File: config.mk
export PLATFORM = sky130hd
export DESIGN_NAME = jump_controller_flat
export DESIGN_NICKNAME = d
export VERILOG_FILES = /design/src/rtl/mario_pkg.sv /design/src/rtl/jump_controller_if.sv /design/src/rtl/keycode_decode.sv /design/src/rtl/jump_controller.sv /design/src/flat_wrapper.sv
export SDC_FILE = /design/constraint.sdc
export NUM_CORES = 1
export LEC_CHECK = 0
export BUFFER_PORTS_ARGS = -buffer_cell sky130_fd_sc_hd__clkbuf_2
export CAP_MARGIN = 20
export CORE_MARGIN = 2
export CORE_UTILIZATION = 30
export DETAILED_ROUTE_END_ITERATION = 8
export PLACE_DENSITY = 0.61
export SYNTH_ARGS = -nofsm -noshare
export SYNTH_HDL_FRONTEND = slang
export SYNTH_SLANG_ARGS = --single-unit
File: constraint.sdc
create_clock -name Clk -period 2.4 [get_ports Clk]
set_input_delay 0.12 -clock Clk [delete_from_list [all_inputs] [get_ports Clk]]
set_output_delay 0.12 -clock Clk [all_outputs]
set_load 0.03 [all_outputs]
File: src/rtl/mario_pkg.sv
// Shared definitions for the player-side blocks. The key constants live here
// so the movement block and the jump block decode keys the same way.
package mario_pkg;

    typedef enum logic [1:0] {
        IDLE = 2'd0,
        RISE = 2'd1,
        FALL = 2'd2
    } jump_state_t;

    localparam logic [7:0] KEY_W = 8'h1A;
    localparam logic [7:0] KEY_A = 8'h04;
    localparam logic [7:0] KEY_D = 8'h07;

endpackage

File: src/rtl/jump_controller_if.sv
// Per-frame signals exchanged between the frame/collision logic (master)
// and the jump controller (slave).
interface jump_controller_if;

    logic        frame_tick;
    logic [31:0] keycode;
    logic        on_ground;
    logic        hit_ceiling;
    logic [9:0]  jump_x_motion;
    logic [9:0]  jump_y_motion;
    logic        jump_active;
    logic [1:0]  state_o;

    modport master (
        output frame_tick, keycode, on_ground, hit_ceiling,
        input  jump_x_motion, jump_y_motion, jump_active, state_o
    );

    modport slave (
        input  frame_tick, keycode, on_ground, hit_ceiling,
        output jump_x_motion, jump_y_motion, jump_active, state_o
    );

endinterface

File: src/rtl/keycode_decode.sv
// Combinational key decode: a key counts as held if any of the four HID
// report bytes carries its code.
module keycode_decode
    import mario_pkg::*;
(
    input  logic [31:0] keycode,
    output logic        key_w,
    output logic        key_a,
    output logic        key_d
);

    // Scan all four bytes for the W, A and D codes.
    always_comb begin
        // NOTE: every output gets a default before the loop so no latch is inferred.
        key_w = 1'b0;
        key_a = 1'b0;
        key_d = 1'b0;
        for (int i = 0; i < 4; i++) begin
            if (keycode[8*i +: 8] == KEY_W) key_w = 1'b1;
            if (keycode[8*i +: 8] == KEY_A) key_a = 1'b1;
            if (keycode[8*i +: 8] == KEY_D) key_d = 1'b1;
        end
    end

endmodule

File: src/rtl/jump_controller.sv
// Jump/fall motion generator for the player sprite. Runs a rise/fall state
// machine once per video frame and presents signed per-frame deltas that the
// player block adds to its position.
module jump_controller
    import mario_pkg::*;
#(
    parameter int JUMP_V   = 8,
    parameter int GRAV_DIV = 2,
    parameter int MAX_FALL = 8,
    parameter int AIR_X_V  = 2
) (
    input  logic               Clk,
    input  logic               Reset_n,
    jump_controller_if.slave   bus
);

    localparam int CNT_W = (GRAV_DIV > 1) ? $clog2(GRAV_DIV) : 1;
    localparam logic [CNT_W-1:0]  CNT_LAST   = CNT_W'(GRAV_DIV - 1);
    localparam logic signed [9:0] VY_TAKEOFF = 10'(-JUMP_V);
    localparam logic signed [9:0] VY_MAX     = 10'(MAX_FALL);
    localparam logic signed [9:0] VX_AIR     = 10'(AIR_X_V);

    jump_state_t       state, state_n;
    logic signed [9:0] vx, vx_n;
    logic signed [9:0] vy, vy_n;
    logic [CNT_W-1:0]  grav_cnt, grav_cnt_n;
    logic              w_prev;

    logic              key_w, key_a, key_d;
    logic              jump_req;
    logic              grav_step;
    logic signed [9:0] vy_inc;
    logic signed [9:0] vx_takeoff;

    keycode_decode u_decode (
        .keycode (bus.keycode),
        .key_w   (key_w),
        .key_a   (key_a),
        .key_d   (key_d)
    );

    // Derived per-tick conditions shared by the next-state logic.
    always_comb begin
        jump_req  = key_w & ~w_prev;
        grav_step = (grav_cnt == CNT_LAST);
        vy_inc    = vy + 10'sd1;
        if (key_a && !key_d)      vx_takeoff = -VX_AIR;
        else if (key_d && !key_a) vx_takeoff = VX_AIR;
        else                      vx_takeoff = '0;
    end

    // Next-state, velocity and gravity-counter logic.
    always_comb begin
        state_n    = state;
        vx_n       = vx;
        vy_n       = vy;
        grav_cnt_n = grav_cnt;
        unique case (state)
            IDLE: begin
                vx_n       = '0;
                vy_n       = '0;
                grav_cnt_n = '0;
                // Walking off a ledge wins over a jump request on the same tick.
                if (!bus.on_ground) begin
                    state_n = FALL;
                end else if (jump_req) begin
                    state_n = RISE;
                    vy_n    = VY_TAKEOFF;
                    vx_n    = vx_takeoff;
                end
            end
            RISE: begin
                if (bus.hit_ceiling) begin
                    state_n    = FALL;
                    vy_n       = '0;
                    grav_cnt_n = '0;
                end else if (grav_step) begin
                    vy_n       = vy_inc;
                    grav_cnt_n = '0;
                    if (vy_inc == 10'sd0) state_n = FALL;
                end else begin
                    grav_cnt_n = grav_cnt + 1'b1;
                end
            end
            FALL: begin
                if (bus.on_ground) begin
                    state_n    = IDLE;
                    vx_n       = '0;
                    vy_n       = '0;
                    grav_cnt_n = '0;
                end else if (grav_step) begin
                    vy_n       = (vy >= VY_MAX) ? VY_MAX : vy_inc;
                    grav_cnt_n = '0;
                end else begin
                    grav_cnt_n = grav_cnt + 1'b1;
                end
            end
            default: begin
                state_n    = IDLE;
                vx_n       = '0;
                vy_n       = '0;
                grav_cnt_n = '0;
            end
        endcase
    end

    // Frame-rate state update; everything holds between frame ticks.
    always_ff @(posedge Clk or negedge Reset_n) begin
        // NOTE: async reset clears the whole FSM so a mid-jump reset zeroes the outputs at once.
        if (!Reset_n) begin
            state    <= IDLE;
            vx       <= '0;
            vy       <= '0;
            grav_cnt <= '0;
            w_prev   <= 1'b0;
        end else if (bus.frame_tick) begin
            // NOTE: non-blocking so every register samples the pre-edge values together.
            state    <= state_n;
            vx       <= vx_n;
            vy       <= vy_n;
            grav_cnt <= grav_cnt_n;
            w_prev   <= key_w;
        end
    end

    // Outputs come straight from the registers.
    always_comb begin
        bus.jump_x_motion = vx;
        bus.jump_y_motion = vy;
        bus.jump_active   = (state != IDLE);
        bus.state_o       = state;
    end

endmodule

File: src/flat_wrapper.sv
// flat-port wrapper written by rule: the top's interface ports become plain ports
module jump_controller_flat import mario_pkg::*;
#(
    parameter int JUMP_V   = 8,
    parameter int GRAV_DIV = 2,
    parameter int MAX_FALL = 8,
    parameter int AIR_X_V  = 2
)
  (Clk, Reset_n, bus_frame_tick, bus_keycode, bus_on_ground, bus_hit_ceiling, bus_jump_x_motion, bus_jump_y_motion, bus_jump_active, bus_state_o);
  jump_controller_if bus_i ();
  input  logic Clk;
  input  logic Reset_n;
  input wire logic [$bits(bus_i.frame_tick)-1:0] bus_frame_tick;
  input wire logic [$bits(bus_i.keycode)-1:0] bus_keycode;
  input wire logic [$bits(bus_i.on_ground)-1:0] bus_on_ground;
  input wire logic [$bits(bus_i.hit_ceiling)-1:0] bus_hit_ceiling;
  output wire logic [$bits(bus_i.jump_x_motion)-1:0] bus_jump_x_motion;
  output wire logic [$bits(bus_i.jump_y_motion)-1:0] bus_jump_y_motion;
  output wire logic [$bits(bus_i.jump_active)-1:0] bus_jump_active;
  output wire logic [$bits(bus_i.state_o)-1:0] bus_state_o;
  assign bus_i.frame_tick = bus_frame_tick;
  assign bus_i.keycode = bus_keycode;
  assign bus_i.on_ground = bus_on_ground;
  assign bus_i.hit_ceiling = bus_hit_ceiling;
  assign bus_jump_x_motion = bus_i.jump_x_motion;
  assign bus_jump_y_motion = bus_i.jump_y_motion;
  assign bus_jump_active = bus_i.jump_active;
  assign bus_state_o = bus_i.state_o;
  jump_controller #(.JUMP_V(JUMP_V), .GRAV_DIV(GRAV_DIV), .MAX_FALL(MAX_FALL), .AIR_X_V(AIR_X_V)) u_core (.Clk(Clk), .Reset_n(Reset_n), .bus(bus_i));
endmodule
==> qor.yml <==
floorplan:
  start_util_pct: 30.9
  rows: 25
  io_pins: 60
  die_y_um: 73.5
  die_area_mm2: 0.00540
  core_area_mm2: 0.00469
  die_x_um: 73.5
timing:
  rsz0062_at_grt: "false"
  fin_ws_ns: 0.203
  worstMarginPinSlew_ns: 0.605
  fin_crit_sh_pct: 91.6
  whs_ns: 0.158
  setup_viol: 0
  fin_crit_ns: 2.20
  fin_tns_setup_ns: 0
  max_freq_mhz: 455
  hold_viol: 0
  drv_slew: 0
  max-slew-margin-rel_pct: 59.3
  fin_skew_ns: 0.00392
worst_hold_path:
  min_path_type: "primary input to flop"
  min_path_cells: 2
  min_to: "u_core.w_prev"
  min_from: "bus_frame_tick"
global_route:
  overflow: 0
  grt_start_max_net_pins: 17
  grt_use_total_pct: 15.7
  grt_pass1_wl_um: 6710
  grt_pass1_vias: 1484
  antenna_found_initial: 0
critical_path:
  cp-start-kind: "flop"
  r2r_slack_ns: 0.20
  crit_required_ns: 2.58
  worstSetupEndpointType: "flop"
  critPathLaunch: "u_core.bus.state_o[1]"
  path_common_cell: "or3_1"
  path_cells: "inv_1 > ha_1 > nand2b_1 > a21o_1 > nand2_2 > or3_1 > or3_1 > o211ai_2"
  critPathMaxStageDelay_ns: 0.45
  reg2reg_to: "u_core.bus.jump_y_motion[7]"
  cp_slowest_cell: "dfrtp_1"
  r2r_start: "u_core.bus.state_o[1]"
  cp.arrival_ns: 2.38
  crit_fanout: 8
  path_class: "flop to flop"
  ff2ff_path_depth: 8
finish:
  area_growth_pct: 23.7
  diodes: 0
  final_common_cell: "clkbuf_2"
  fin_nets: 275
  final_cell_mix: "clkbuf_2, nor2_1, dfrtp_1"
  drive_gt1_share_pct: 33.5
  final_cells: 284
synth:
  yosysWarnings: 0
  synth-edff-count: 0
  synth_seq_cells: 16
  synth_ff_type: "dfrtp_1"
  async_flop_share_pct: 100
  syn-cell-area_mm2: 0.00145
  syn_nets: 222
  yosysSeqAreaShare_pct: 27.6
  synth_cells: 178
  synth.avg_cell_area_um2: 8.14
  synth.distinct_cells: 53
placement:
  hpwl_um: 3140
  pre_cts_slack_ns: 0.245
  portBuffers: 58
  gp_congestion: 0.823
  dp_cells: 279
power:
  ir_worst_vdd_mv: 0.209
  total_power_w: 0.00107
  p_per_area_mw_per_mm2: 595
  leakagePower_nw: 0.838
clocking:
  root_buffer: "clkbuf_8"
  clockBufferDepth: 2
  ctsHtreeMaxLevel: 1
  path_clk_slew_ns: 0.07
  cts_inserted_buffers: 3
  cts_tree: "yes"
  clock_sinks: 16
  cts_resized: 0
  clk_latency_ns: 0.26
run:
  maxCapViolCount: 0
drt:
  wl_per_cell_um: 13.8
  viasPerCell: 5.30
  firstDrtPassIters: 4
  drt.antenna.violating_nets: 0
  first_iter_violations: 84
  drc: 0
  drt-total-wl_um: 3910
  via_count: 1506
status:
  outcome: "finished clean"
## final cells by class
cell class	count	area, um^2
fillers	495	2900
well taps	54	67.6
repair buffers	60	308
multi-input cells	143	936
inverters	7	26.3
flip-flops and latches	16	400
clock buffers	4	55.1
## worst max-delay path, delay by kind of cell (launching register included)
family	cells	cell delay (ns)
adder cells (fa/ha/maj)	1	0.25
AND/OR/NAND/NOR	4	1.06
flip-flops	1	0.45
buffers and inverters	1	0.09
AO/OA/AOI/OAI	2	0.26
## how the worst max path moves through the flow
stage | endpoint | slack (ns)
final | u_core.bus.jump_y_motion[7] | 0.20
after global routing | u_core.bus.jump_y_motion[7] | 0.02
after CTS | u_core.bus.jump_y_motion[7] | 0.24
after detailed placement | u_core.bus.jump_y_motion[7] | 0.25
after global placement | u_core.bus.jump_y_motion[7] | 0.34
after floorplan | u_core.bus.jump_y_motion[7] | 0.23
## per-layer routing
layer | up-vias | share of wire, % | track usage, %
met5 | - | 0 | 0
met2 | 48 | 46 | 25.4
met3 | 9 | 4.8 | 3.02
met1 | 691 | 47 | 20.7
met4 | 0 | 1.9 | 5.86
li1 | 758 | - | -
## kinds of logic (layout without fill, tap and decap cells)
logic type | Yosys count | after routing | share of synthesized area (%)
AO/OA/AOI/OAI | 51 | 51 | 25.5
XOR/XNOR | 1 | 1 | 0.605
adder cells (fa/ha/maj) | 7 | 7 | 6.04
buffers and inverters | 19 | 71 | 7.77
flip-flops | 16 | 16 | 27.6
multiplexers | 2 | 2 | 1.38
other | 1 | 1 | 0.259
AND/OR/NAND/NOR | 81 | 81 | 30.8
## where the power goes
group	internal [W]	switching (W)	leakage [nW]
sequential	0.000305	0.0000643	0.219
combinational	0.000156	0.000287	0.590
clock	0.000146	0.000109	0.0288
## flip-flops by register name, summed over array words and instances, names as in the netlist
name                      flops
u_core.bus.jump_x_motion      2
u_core.bus.jump_y_motion     10
u_core.bus.state_o            2
u_core.grav_cnt               1
u_core.w_prev                 1
## timing repair
| item | in CTS | in global routing |
|---|---|---|
| hold buffers | 1 | 0 |
| buffers inserted | 0 | 0 |
| endpoints found under the hold margin | 16 | 0 |
## synthesized netlist by cell type, types with 2 or more instances
master	number	share of area, %
o21ai_1	5	1.7
mux2i_1	2	1.4
a31oi_1	2	0.86
dfrtp_1	16	28
o211ai_1	3	1.6
nor3_2	3	2.1
and4_2	2	1.4
or4b_1	2	1.4
clkbuf_1	2	0.52
ha_1	7	6.0
o22ai_1	3	1.3
a31o_2	2	1.2
nor2_1	16	4.1
nand3_1	10	3.5
nor3b_1	2	1.0
and2_1	3	1.3
nor3_1	9	3.1
nand2b_1	5	2.2
inv_1	7	1.8
buf_4	9	4.7
o311a_1	3	2.1
o21ai_0	8	2.8
a21oi_1	10	3.5
nand2_1	14	3.6
and3_1	2	0.86
or3_1	4	1.7
## through the flow
stage	cell area, um^2	util (%)
finish	1790	38.2
global route	1790	38.2
CTS	1790	38.2
detailed placement	1730	36.8
global placement	1730	36.8
floorplan	1450	-
No activity file was read; power rests on OpenSTA's default activity.
